`src/rtl/ex_mem_stage_if.sv`:
```
// ---------------------------------------------------------------------------
// ex_mem_if
// Signal bundle between the EX stage (plus its ALU) and the EX/MEM boundary
// register block. Clock and reset are not carried here.
//
//   Pipeline control : stall, flush
//   EX side (in)     : ex_valid, alu_result, alu_z/v/n, ex_set_flags, ex_br,
//                      ex_br_cond, ex_br_target, ex_wr_en, ex_wr_reg,
//                      ex_mem_rd, ex_mem_wr, ex_store_data
//   MEM side (out)   : mem_valid, mem_result, mem_wr_en, mem_wr_reg, mem_rd,
//                      mem_wr, mem_store_data
//   Flags (out)      : flag_z, flag_v, flag_n
//   Redirect (out)   : br_taken, br_target
//
// The master modport is the driver of EX-side signals (upstream pipeline or
// testbench). The slave modport belongs to ex_mem_stage.
// ---------------------------------------------------------------------------
interface ex_mem_if #(
    parameter int WIDTH = 16,
    parameter int RA_W  = 3
) ();
    logic             stall;
    logic             flush;

    logic             ex_valid;
    logic [WIDTH-1:0] alu_result;
    logic             alu_z;
    logic             alu_v;
    logic             alu_n;
    logic             ex_set_flags;
    logic             ex_br;
    logic [2:0]       ex_br_cond;
    logic [WIDTH-1:0] ex_br_target;
    logic             ex_wr_en;
    logic [RA_W-1:0]  ex_wr_reg;
    logic             ex_mem_rd;
    logic             ex_mem_wr;
    logic [WIDTH-1:0] ex_store_data;

    logic             mem_valid;
    logic [WIDTH-1:0] mem_result;
    logic             mem_wr_en;
    logic [RA_W-1:0]  mem_wr_reg;
    logic             mem_rd;
    logic             mem_wr;
    logic [WIDTH-1:0] mem_store_data;

    logic             flag_z;
    logic             flag_v;
    logic             flag_n;

    logic             br_taken;
    logic [WIDTH-1:0] br_target;

    modport master (
        output stall, flush,
        output ex_valid, alu_result, alu_z, alu_v, alu_n, ex_set_flags,
        output ex_br, ex_br_cond, ex_br_target, ex_wr_en, ex_wr_reg,
        output ex_mem_rd, ex_mem_wr, ex_store_data,
        input  mem_valid, mem_result, mem_wr_en, mem_wr_reg, mem_rd, mem_wr,
        input  mem_store_data, flag_z, flag_v, flag_n, br_taken, br_target
    );

    modport slave (
        input  stall, flush,
        input  ex_valid, alu_result, alu_z, alu_v, alu_n, ex_set_flags,
        input  ex_br, ex_br_cond, ex_br_target, ex_wr_en, ex_wr_reg,
        input  ex_mem_rd, ex_mem_wr, ex_store_data,
        output mem_valid, mem_result, mem_wr_en, mem_wr_reg, mem_rd, mem_wr,
        output mem_store_data, flag_z, flag_v, flag_n, br_taken, br_target
    );
endinterface

```
`src/rtl/ex_mem_stage.sv`:
```
// ---------------------------------------------------------------------------
// ex_mem_stage
// EX/MEM pipeline boundary. Registers the ALU result with the writeback and
// memory controls of the instruction, owns the architectural z/v/n flag
// register, and resolves conditional branches against that register into a
// registered one-cycle redirect pulse for fetch.
//
// Ports:
//   clk  - rising-edge clock
//   rst  - synchronous, active-high reset; zeroes every output
//   bus  - ex_mem_if.slave: stall/flush, EX-side inputs, MEM-side outputs,
//          flags and redirect (see ex_mem_if for the full list)
//
// Edge priority: rst > flush > stall > normal advance.
// ---------------------------------------------------------------------------
module ex_mem_stage #(
    parameter int WIDTH = 16,
    parameter int RA_W  = 3
) (
    input  logic     clk,
    input  logic     rst,
    ex_mem_if.slave  bus
);

    // Branch condition codes
    localparam logic [2:0] CC_NE = 3'b000;
    localparam logic [2:0] CC_EQ = 3'b001;
    localparam logic [2:0] CC_GT = 3'b010;
    localparam logic [2:0] CC_LT = 3'b011;
    localparam logic [2:0] CC_GE = 3'b100;
    localparam logic [2:0] CC_LE = 3'b101;
    localparam logic [2:0] CC_OV = 3'b110;

    typedef struct packed {
        logic             valid;
        logic [WIDTH-1:0] result;
        logic             wr_en;
        logic [RA_W-1:0]  wr_reg;
        logic             rd;
        logic             wr;
        logic [WIDTH-1:0] sdata;
    } mem_reg_t;

    mem_reg_t         pipe_q,      pipe_d;
    logic [2:0]       flags_q,     flags_d;     // {z, v, n}
    logic             br_taken_q,  br_taken_d;
    logic [WIDTH-1:0] br_target_q, br_target_d;

    logic fz, fv, fn;
    logic cond_met;

    assign fz = flags_q[2];
    assign fv = flags_q[1];
    assign fn = flags_q[0];

    // Evaluated against the registered flags, so a branch that also sets
    // flags sees the value from before its own update.
    always_comb begin
        unique case (bus.ex_br_cond)
            CC_NE:   cond_met = !fz;
            CC_EQ:   cond_met = fz;
            CC_GT:   cond_met = !fz && (fn == fv);
            CC_LT:   cond_met = (fn != fv);
            CC_GE:   cond_met = (fn == fv);
            CC_LE:   cond_met = fz || (fn != fv);
            CC_OV:   cond_met = fv;
            default: cond_met = 1'b1;   // AL
        endcase
    end

    always_comb begin
        pipe_d      = pipe_q;
        flags_d     = flags_q;
        br_taken_d  = 1'b0;             // pulse: only a normal advance raises it
        br_target_d = br_target_q;

        if (bus.flush) begin
            // Bubble with zeroed data; flags are architectural and survive.
            pipe_d      = '0;
            br_target_d = '0;
        end else if (bus.stall) begin
            // Hold everything; br_taken already defaults low so a held
            // redirect is never replayed.
        end else begin
            pipe_d.valid  = bus.ex_valid;
            pipe_d.result = bus.alu_result;
            pipe_d.wr_en  = bus.ex_wr_en  & bus.ex_valid;
            pipe_d.wr_reg = bus.ex_wr_reg;
            pipe_d.rd     = bus.ex_mem_rd & bus.ex_valid;
            pipe_d.wr     = bus.ex_mem_wr & bus.ex_valid;
            pipe_d.sdata  = bus.ex_store_data;

            if (bus.ex_valid && bus.ex_set_flags)
                flags_d = {bus.alu_z, bus.alu_v, bus.alu_n};

            br_taken_d  = bus.ex_valid & bus.ex_br & cond_met;
            br_target_d = bus.ex_br_target;
        end
    end

    always_ff @(posedge clk) begin
        if (rst) begin
            pipe_q      <= '0;
            flags_q     <= '0;
            br_taken_q  <= 1'b0;
            br_target_q <= '0;
        end else begin
            pipe_q      <= pipe_d;
            flags_q     <= flags_d;
            br_taken_q  <= br_taken_d;
            br_target_q <= br_target_d;
        end
    end

    assign bus.mem_valid      = pipe_q.valid;
    assign bus.mem_result     = pipe_q.result;
    assign bus.mem_wr_en      = pipe_q.wr_en;
    assign bus.mem_wr_reg     = pipe_q.wr_reg;
    assign bus.mem_rd         = pipe_q.rd;
    assign bus.mem_wr         = pipe_q.wr;
    assign bus.mem_store_data = pipe_q.sdata;
    assign bus.flag_z         = flags_q[2];
    assign bus.flag_v         = flags_q[1];
    assign bus.flag_n         = flags_q[0];
    assign bus.br_taken       = br_taken_q;
    assign bus.br_target      = br_target_q;

endmodule

```
`src/flat_wrapper.sv`:
```
// flat-port wrapper written by rule: the top's interface ports become plain ports
module ex_mem_stage_flat 
#(
    parameter int WIDTH = 16,
    parameter int RA_W  = 3
)
  (clk, rst, bus_stall, bus_flush, bus_ex_valid, bus_alu_result, bus_alu_z, bus_alu_v, bus_alu_n, bus_ex_set_flags, bus_ex_br, bus_ex_br_cond, bus_ex_br_target, bus_ex_wr_en, bus_ex_wr_reg, bus_ex_mem_rd, bus_ex_mem_wr, bus_ex_store_data, bus_mem_valid, bus_mem_result, bus_mem_wr_en, bus_mem_wr_reg, bus_mem_rd, bus_mem_wr, bus_mem_store_data, bus_flag_z, bus_flag_v, bus_flag_n, bus_br_taken, bus_br_target);
  ex_mem_if #(.WIDTH(WIDTH), .RA_W(RA_W)) bus_i ();
  input  logic clk;
  input  logic rst;
  input wire logic [$bits(bus_i.stall)-1:0] bus_stall;
  input wire logic [$bits(bus_i.flush)-1:0] bus_flush;
  input wire logic [$bits(bus_i.ex_valid)-1:0] bus_ex_valid;
  input wire logic [$bits(bus_i.alu_result)-1:0] bus_alu_result;
  input wire logic [$bits(bus_i.alu_z)-1:0] bus_alu_z;
  input wire logic [$bits(bus_i.alu_v)-1:0] bus_alu_v;
  input wire logic [$bits(bus_i.alu_n)-1:0] bus_alu_n;
  input wire logic [$bits(bus_i.ex_set_flags)-1:0] bus_ex_set_flags;
  input wire logic [$bits(bus_i.ex_br)-1:0] bus_ex_br;
  input wire logic [$bits(bus_i.ex_br_cond)-1:0] bus_ex_br_cond;
  input wire logic [$bits(bus_i.ex_br_target)-1:0] bus_ex_br_target;
  input wire logic [$bits(bus_i.ex_wr_en)-1:0] bus_ex_wr_en;
  input wire logic [$bits(bus_i.ex_wr_reg)-1:0] bus_ex_wr_reg;
  input wire logic [$bits(bus_i.ex_mem_rd)-1:0] bus_ex_mem_rd;
  input wire logic [$bits(bus_i.ex_mem_wr)-1:0] bus_ex_mem_wr;
  input wire logic [$bits(bus_i.ex_store_data)-1:0] bus_ex_store_data;
  output wire logic [$bits(bus_i.mem_valid)-1:0] bus_mem_valid;
  output wire logic [$bits(bus_i.mem_result)-1:0] bus_mem_result;
  output wire logic [$bits(bus_i.mem_wr_en)-1:0] bus_mem_wr_en;
  output wire logic [$bits(bus_i.mem_wr_reg)-1:0] bus_mem_wr_reg;
  output wire logic [$bits(bus_i.mem_rd)-1:0] bus_mem_rd;
  output wire logic [$bits(bus_i.mem_wr)-1:0] bus_mem_wr;
  output wire logic [$bits(bus_i.mem_store_data)-1:0] bus_mem_store_data;
  output wire logic [$bits(bus_i.flag_z)-1:0] bus_flag_z;
  output wire logic [$bits(bus_i.flag_v)-1:0] bus_flag_v;
  output wire logic [$bits(bus_i.flag_n)-1:0] bus_flag_n;
  output wire logic [$bits(bus_i.br_taken)-1:0] bus_br_taken;
  output wire logic [$bits(bus_i.br_target)-1:0] bus_br_target;
  assign bus_i.stall = bus_stall;
  assign bus_i.flush = bus_flush;
  assign bus_i.ex_valid = bus_ex_valid;
  assign bus_i.alu_result = bus_alu_result;
  assign bus_i.alu_z = bus_alu_z;
  assign bus_i.alu_v = bus_alu_v;
  assign bus_i.alu_n = bus_alu_n;
  assign bus_i.ex_set_flags = bus_ex_set_flags;
  assign bus_i.ex_br = bus_ex_br;
  assign bus_i.ex_br_cond = bus_ex_br_cond;
  assign bus_i.ex_br_target = bus_ex_br_target;
  assign bus_i.ex_wr_en = bus_ex_wr_en;
  assign bus_i.ex_wr_reg = bus_ex_wr_reg;
  assign bus_i.ex_mem_rd = bus_ex_mem_rd;
  assign bus_i.ex_mem_wr = bus_ex_mem_wr;
  assign bus_i.ex_store_data = bus_ex_store_data;
  assign bus_mem_valid = bus_i.mem_valid;
  assign bus_mem_result = bus_i.mem_result;
  assign bus_mem_wr_en = bus_i.mem_wr_en;
  assign bus_mem_wr_reg = bus_i.mem_wr_reg;
  assign bus_mem_rd = bus_i.mem_rd;
  assign bus_mem_wr = bus_i.mem_wr;
  assign bus_mem_store_data = bus_i.mem_store_data;
  assign bus_flag_z = bus_i.flag_z;
  assign bus_flag_v = bus_i.flag_v;
  assign bus_flag_n = bus_i.flag_n;
  assign bus_br_taken = bus_i.br_taken;
  assign bus_br_target = bus_i.br_target;
  ex_mem_stage #(.WIDTH(WIDTH), .RA_W(RA_W)) u_core (.clk(clk), .rst(rst), .bus(bus_i));
endmodule
```
`config.mk`:
```
export PLATFORM = sky130hd
export DESIGN_NAME = ex_mem_stage_flat
export DESIGN_NICKNAME = d
export VERILOG_FILES = /design/src/rtl/ex_mem_stage_if.sv /design/src/rtl/ex_mem_stage.sv /design/src/flat_wrapper.sv
export SDC_FILE = /design/constraint.sdc
export NUM_CORES = 1
export LEC_CHECK = 0
export ABC_AREA = 0
export CAP_MARGIN = 30
export CORE_AREA = 2 2 65 98
export DETAILED_ROUTE_END_ITERATION = 7
export DIE_AREA = 0 0 67 100
export PLACE_DENSITY_LB_ADDON = 0.3
export SLEW_MARGIN = 20
export SYNTH_ARGS = -nofsm -noshare
export SYNTH_HDL_FRONTEND = slang
export SYNTH_SLANG_ARGS = --single-unit
```
`constraint.sdc`:
```
create_clock -name clk -period 1.2 [get_ports clk]
set_input_delay 0.24 -clock clk [delete_from_list [all_inputs] [get_ports clk]]
set_output_delay 0.24 -clock clk [all_outputs]
set_load 0.02 [all_outputs]
```
# --- Word level (Yosys, flattened, before mapping) ---
# Cells that the tools add are included.
totals:
  regBits: 59
  input_bits: 67
  output_inout_bits: 59
  elab_cells: 34
classes:
  eq_ne: 8
  mux: 1
  n_bitwise: 7
  n_reduce_logical: 8
ops:
  columns: ["cell", "count"]
  rows:
  - ["3-bit equality test, second input constant", 3]
  - ["1-bit one-hot mux with 7 select lines", 1]
  - ["3-bit by 2-bit equality test with 1-bit output, second input constant", 2]
  - ["1-bit AND", 5]
  - ["3-bit by 1-bit equality test with 1-bit output, second input constant", 1]
  - ["3-bit logical NOT", 1]
  - ["3-bit AND reduction", 1]
  - ["3-bit OR reduction", 1]
  - ["1-bit logical AND", 2]
  - ["1-bit inverter", 2]
  - ["2-bit OR reduction", 1]
  - ["1-bit equality test", 1]
  - ["1-bit logical NOT", 1]
  - ["1-bit logical OR", 1]
  - ["1-bit inequality test", 1]

# --- Longest topological paths before layout ---
# Gate-level depths: netlist of the first run.
depth:
  depth_word: 4
  ltp_mapped: 4
  ltp_nobuf: 3

# --- Worst setup path before layout of the first run ---
# OpenSTA, ideal clock, no wires.
synth_path:
  path_kind: "flip-flop to flip-flop"
  start: "register u_core.flags_q[2]"
  end: "register u_core.br_taken_q (netlist: u_core.bus.br_taken)"
  setup_time_ps: 135
  arrival_ps: 1062
  setup_slack_ps: 3
  stages_incl_launch_ff: 4
  synth_period_minus_slack_ps: 1197
  cell_sequence: "dfxtp_1 or3b_2 nand4_1 a2111oi_2"
synth_between:
  elab_chain_len: 4
  word_cells_on_any_way: 5
  cone_classes: "mux: 1; bitwise: 1; reduce/logical: 3"
synth_lines:
  columns: ["element", "line_no", "rtl"]
  rows:
  - ["start, declared", "ex_mem_stage.sv:45", "logic [2:0] flags_q, flags_d;"]
  - ["start signal, assigned", "ex_mem_stage.sv:109", "flags_q <= flags_d;"]
  - ["1-bit logical NOT", "ex_mem_stage.sv:60, ex_mem_stage.sv:62", null]
  - ["1-bit logical AND", "ex_mem_stage.sv:62", "CC_GT: cond_met = !fz && (fn == fv);"]
  - ["1-bit one-hot mux with 7 select lines *", "ex_mem_stage.sv:59", "unique case (bus.ex_br_cond)"]
  - ["1-bit AND *", "ex_mem_stage.sv:96", "br_taken_d = bus.ex_valid & bus.ex_br & cond_met;"]
  - ["end signal, assigned", "ex_mem_stage.sv:110", "br_taken_q <= br_taken_d;"]
  - ["end, declared", "ex_mem_stage.sv:46", "logic br_taken_q, br_taken_d;"]
# Mark *: on every way between the ends. The rest lies on a longest branch, timed or not.
# A chain may end at the register's enable or synchronous reset.

# --- Worst setup path in the final report of the first run ---
layout_path:
  start: "register u_core.pipe_q (netlist bit u_core.bus.mem_result[2])"
  end: "output bus_mem_result[2]"
layout_rtl:
  columns: ["element", "line_no", "rtl"]
  rows:
  - ["start, declared", "ex_mem_stage.sv:44", "mem_reg_t pipe_q, pipe_d;"]
  - ["start signal, assigned", "ex_mem_stage.sv:108", "pipe_q <= pipe_d;"]
  - ["end, declared", "flat_wrapper.sv:28", "output wire logic [$bits(bus_i.mem_result)-1:0] bus_mem_result;"]
# No word-level cell between the ends.

==> metrics.txt, run 1 <==
Iteration-0 DRC Markers 88; CTS H-Tree Depth 3; critical path class reg -> out; fillcell total 534; worst path bufs/invs 1; Layout area overhead 69.6%; Design Area, Final 3700 um2; YS warnings 0; most frequent cells in the layout clkdlybuf4s50_1 (64), nor2_1 (59), dfxtp_1 (58); Antenna Violating Nets Remaining 0; Hold Vio Cnt, Final 0; main area contributors after synthesis dfxtp_1 (54%), mux2i_1 (25%), nor2_1 (10%); cts hold-fix bufs 0; max_slew headroom 77.0%; syn nets 270; Setup TNS 0 ns; # rows 35; share of the synthesized area in the top cell type 54.2%; sequential element share of the synthesized area 54.2%; max cap viols 0; power per cell area 1320 nW/um2; final wirelength 5340 um; Critical-path top delay cell dfxtp_1; pre-CTS setup slack -0.326 ns; critical-path cell list clkdlybuf4s15_2; vias per cell 4.58; fraction of layout instances using a drive strength above 1 26.7%; Die H 100 um; DR vias 1899; Syn Inst Count 203; DP Cell Count 399; register area 1180 um2; Finished Layout Cells 415; Buffers on Ports 125; CP max FO 2; Starting Density 36.6%; number of synthesized register bits 59; max incr delay on CP 0.33 ns; Setup violations, final 0; fmax 0.850 GHz; dpl hpwl 3980 um; routed length per instance 12.9 um; Placed Area 3550 um2; fin. max-slew vios 0; CTS Buf Count 9; Yosys top cell by area dfxtp_1; RSZ-0062 raised after global routing false; Avg Cell Area, Syn 10.7 um2; I/O pins 126; # diodes 0; Nets 403; Die Wd 67 um; Top Family by Delay on Critical Path flip-flops; Clk Latency, worst-skew pair 0.33 ns; Pre-antenna DRT Iters 4; Clock Path Buffers 2; CTS sink cnt 59; WP data arrival 0.94 ns; CP required 0.96 ns; first-pass GRT wire length 8480 um; crit path setup slack, layout 0.0237 ns; r2r setup slk 0.07 ns; worst vdd ir 827 uV; commonest non-fill, non-tap cell in the layout clkdlybuf4s50_1; Setup Fix Bufs, Post-CTS 0; startpoint types flip-flop; CTS root buffer clkbuf_8; GRT overflow 0; clock-pin transition on the worst setup and hold timing paths 0.07 ns; initial antenna violation count 0; vias in the first global route 1833; largest net degree at the start of global routing 42; Post-Route Skew 0.00251 ns; area of the multi-input gates 926 um2; Leak 1.63 nW; Distinct cells, synth 22; Tightest Pin Transition 0.340 ns; DRC Markers 0; RePlAce Congestion 0.731; GRT Total Usage 16.7%; type of destination of the critical path output port; Mapped Area 2180 um2; HP Class in -> reg; die area 6700 um2; fin crit share 98.0%; outcome finished, final reports clean; CTS tree yes; core area 5960 um2; fin crit period 1.18 ns
metal layers:
layer  global-route usage (%)  wire length, um  share of wire, %  up-vias
met5                        0                0                 0        -
met4                     9.11              161               3.0        0
met3                     5.38              465               8.7       12
met2                     27.2             2730                51       75
met1                     18.8             1980                37      863
li1                         -                -                 -      949
kinds of logic (layout without fill, tap and decap cells):
family,count (synthesis),in the layout,synth area share (%)
simple gates,67,67,12.9
mux,55,55,25.5
xor+xnor,2,2,1.15
compound gates,8,8,2.93
flops,59,59,54.2
buf+inv,12,150,3.33
metrics by stage:
step | power, W | hold WS [ns] | utilization, %
3_3_place_gp | 0.00278 | 0.471 | 59.6
6_report | 0.00487 | 0.329 | 62.1
3_5_place_dp | 0.00279 | 0.476 | 59.6
5_1_grt | 0.00508 | 0.353 | 62.1
2_1_floorplan | 0.00239 | 0.312 | -
4_1_cts | 0.00496 | 0.313 | 64.8
Yosys cell counts (all sizes together):
cell	number
o21ai	2
a22oi	3
mux2	1
or3	1
xor2	1
nand4	1
nand2	1
a21oi	1
mux2i	54
xnor2	1
nor4b	1
a211oi	1
nor2	59
nor2b	1
dfxtp	59
buf	12
or3b	1
or2	1
a2111oi	1
and4bb	1
worst paths after layout:
kind         cells past startpoint                           endpoint                                   from
max                              1                  bus_mem_result[2]  u_core.bus.mem_result[2]$_SDFFE_PP0N_
min                              4     u_core.bus.br_taken$_SDFF_PP0_                              bus_stall
max reg2reg                      4     u_core.bus.br_taken$_SDFF_PP0_         u_core.flags_q[1]$_SDFFE_PP0P_
min reg2reg                      2  u_core.bus.mem_valid$_SDFFE_PP0N_      u_core.bus.mem_valid$_SDFFE_PP0N_
layout make-up:
cell class                 instances  share of cell area, %
clock buffer                      12                   3.93
clock inverter                     4                   2.64
multi-input combinational        132                   25.1
sequential                        59                   32.0
tap                               74                   2.51
timing repair buffer             134                   33.9
where the power goes:
group          total [W]  switching [W]  internal [W]  leakage [nW]
logic           0.000652       0.000272      0.000380          1.03
registers        0.00205      0.0000289       0.00202         0.481
clock network    0.00217       0.000730       0.00144         0.117
what timing repair did:
item / CTS / global route
pin swaps: 0 / 0
gates resized for setup: 178 / 30
endpoints found under the setup margin: 59 / 28
Note: power is estimated with default switching activity, not from simulation.
==> run 2, diff against run 1 <==
--- a/config.mk
+++ b/config.mk
@@ -8,6 +8,7 @@
 export ABC_AREA = 0
 export CAP_MARGIN = 30
 export CORE_AREA = 2 2 65 98
+export CTS_CLUSTER_SIZE = 30
 export DETAILED_ROUTE_END_ITERATION = 7
 export DIE_AREA = 0 0 67 100
 export PLACE_DENSITY_LB_ADDON = 0.3
==> results of run 2 <==
No change in the layout: final DEF, timing and power equal those of run 1.
==> run 3, diff against run 2 <==
--- a/config.mk
+++ b/config.mk
@@ -7,10 +7,10 @@
 export LEC_CHECK = 0
 export ABC_AREA = 0
 export CAP_MARGIN = 30
-export CORE_AREA = 2 2 65 98
+export CORE_AREA = 3 3 66 99
 export CTS_CLUSTER_SIZE = 30
 export DETAILED_ROUTE_END_ITERATION = 7
-export DIE_AREA = 0 0 67 100
+export DIE_AREA = 0 0 69 102
 export PLACE_DENSITY_LB_ADDON = 0.3
 export SLEW_MARGIN = 20
 export SYNTH_ARGS = -nofsm -noshare
==> constraint.sdc (replaced) <==
create_clock -name clk -period 1.2 [get_ports clk]
set_input_delay 0.24 -clock clk [delete_from_list [all_inputs] [get_ports clk]]
set_output_delay 0.24 -clock clk [all_outputs]
set_load 0.05 [all_outputs]
==> run 3 against run 2 <==
  * Combinational power increased by 47%
  * Count of clock-buffer cells in the layout is 2 higher
  * Cell count fell by 0.96%
  * Non-clock buffer count shrank 1
  * Final area up 18%
  * Sequential power barely moved
  * Routed wire length increased by 14%
  * Critical path depth grew 2
  * Maximum frequency up 3.8%
  * Register-to-register slack about the same
  * Via count is 0.11% lower
  * Largest cell class unchanged
==> metrics.txt, run 3 (same netlist as run 1, synthesis figures left out) <==
Critical-path top delay cell or3_2; Setup Fix Bufs, Post-CTS 0; Tightest Pin Transition 0.331 ns; Comb power frac 19.4%; core area 5790 um2; Hold Vio Cnt, Final 0; CP max FO 5; Die Wd 69 um; Nets 402; max incr delay on CP 0.48 ns; DR vias 1897; CTS Buf Count 9; hold depth 4; sequential power share 42.2%; RePlAce Congestion 0.763; CTS tree yes; Antenna Violating Nets Remaining 0; hold_sp bus_stall; Total Power 0.00493 W; CTS root buffer clkbuf_8; vias per cell 4.62; r2r endpoint u_core.bus.br_taken$_SDFF_PP0_; Buffers on Ports 125; first-pass GRT wire length 9930 um; largest net degree at the start of global routing 43; # rows 34; fin crit period 1.13 ns; Top Family by Delay on Critical Path simple AND/OR/NAND/NOR gates; Die H 102 um; Setup violations, final 0; cts hold-fix bufs 0; vias in the first global route 1990; routed length per instance 14.8 um; Starting Density 37.7%; Leak 1.84 nW; CTS sink cnt 59; critical-path cell list or3_2, o21ai_2, a2111oi_2; critical path class reg -> reg; GRT Total Usage 18.0%; reg2reg path depth 3; Net Sw Power 0.00120 W; WHS Endpoint u_core.bus.br_taken$_SDFF_PP0_; fin. max-slew vios 0; worst path bufs/invs 0; clock-pin transition on the worst setup and hold timing paths 0.06 ns; Clk Latency, worst-skew pair 0.33 ns; Clock Path Buffers 2; fraction of layout instances using a drive strength above 1 27.1%; final wirelength 6080 um; Worst R2R Start u_core.flags_q[2]$_SDFFE_PP0P_; DRC Markers 0; Iteration-0 DRC Markers 94; fmax 0.883 GHz; Post-Route Skew 0.00164 ns; Setup TNS 0 ns; initial antenna violation count 0; clock network fraction of total power 38.3%; I/O pins 126; commonest non-fill, non-tap cell in the layout clkdlybuf4s50_1; fin crit share 94.4%; # resized after CTS 0; die area 7040 um2; max_slew headroom 77.6%; Layout area overhead 100%; RSZ-0062 raised after global routing false; startpoint types flip-flop; worst vdd ir 874 uV; cell internal pwr 0.00373 W; switch share 24.3%; dpl hpwl 4730 um; WP data arrival 1.34 ns; CP required 1.40 ns; Pre-antenna DRT Iters 3; r2r setup slk 0.07 ns; max cap viols 0; power per cell area 1130 nW/um2; outcome finished, final reports clean; most frequent cells in the layout clkdlybuf4s50_1 (63), buf_12 (62), nor2_1 (59); # diodes 0; GRT overflow 0; CTS H-Tree Depth 3; type of destination of the critical path flip-flop; HP Class in -> reg
## run 3: cell types whose count changed in the layout (fill, tap and decap cells not counted), sizes merged
cell	before	now
bufinv	3	1
clkdlybuf4s15	31	0
buf	38	68
clkdlybuf4s50	64	63
dlymetal6s2s	1	2
clkbuf	12	14
clkinvlp	1	0
## run 3: per-stage QoR
step | hold slack (ns) | area, um2 | setup WS [ns] | utilization [%] | std cells
detailed placement | 0.535 | 4140 | -0.332 | 71.5 | 396
global placement | 0.525 | 4140 | -0.296 | 71.5 | 396
floorplan | 0.303 | 2190 | 0.0210 | - | 203
CTS | 0.357 | 4350 | 0.0294 | 75.2 | 411
finish | 0.371 | 4360 | 0.0671 | 75.4 | 411
global route | 0.395 | 4360 | 0.0118 | 75.4 | 411
## run 3: power groups by stage
stage | clock network, W | registers [W] | logic (W)
6_report | 0.00189 | 0.00208 | 0.000959
3_5_place_dp | 0 | 0.00213 | 0.000965
4_1_cts | 0.00194 | 0.00209 | 0.000969
2_1_floorplan | 0 | 0.00231 | 0.000221
5_1_grt | 0.00203 | 0.00209 | 0.00101
3_3_place_gp | 0 | 0.00213 | 0.000951
## run 3: cell type report
type                    instances  area [um2]
clock buffers                  14         183
fillers                       395        1430
clock inverters                 1        30.0
repair buffers                133        1940
multi-input cells             132         926
well taps                      72        90.1
flip-flops and latches         59        1190
## run 3: metal layers
metal	part of all wire [%]	routed length, um	GRT usage, %
met1	37	2270	19.9
met2	53	3230	30.6
met3	8.1	493	7.38
met4	1.3	82	7.67
met5	0	0	0
## run 3: worst max-delay path by stage
stage                                        start                        endpoint  slack [ns]  cells after the start
finish              u_core.flags_q[2]$_SDFFE_PP0P_  u_core.bus.br_taken$_SDFF_PP0_        0.07                      3
floorplan           u_core.flags_q[0]$_SDFFE_PP0P_  u_core.bus.br_taken$_SDFF_PP0_        0.02                      3
detailed placement               bus_ex_br_cond[2]  u_core.bus.br_taken$_SDFF_PP0_       -0.33                      4
CTS                              bus_ex_br_cond[2]  u_core.bus.br_taken$_SDFF_PP0_        0.03                      4
global placement                 bus_ex_br_cond[2]  u_core.bus.br_taken$_SDFF_PP0_       -0.30                      4
global route        u_core.flags_q[0]$_SDFFE_PP0P_  u_core.bus.br_taken$_SDFF_PP0_        0.01                      3
## run 3: worst reg2reg max path, delay by kind of cell, from the launching register on
| kind | cells | cell delay, ns |
|---|---|---|
| DFF | 1 | 0.36 |
| and+or+nand+nor | 1 | 0.48 |
| AOI/OAI and AO/OA | 2 | 0.16 |
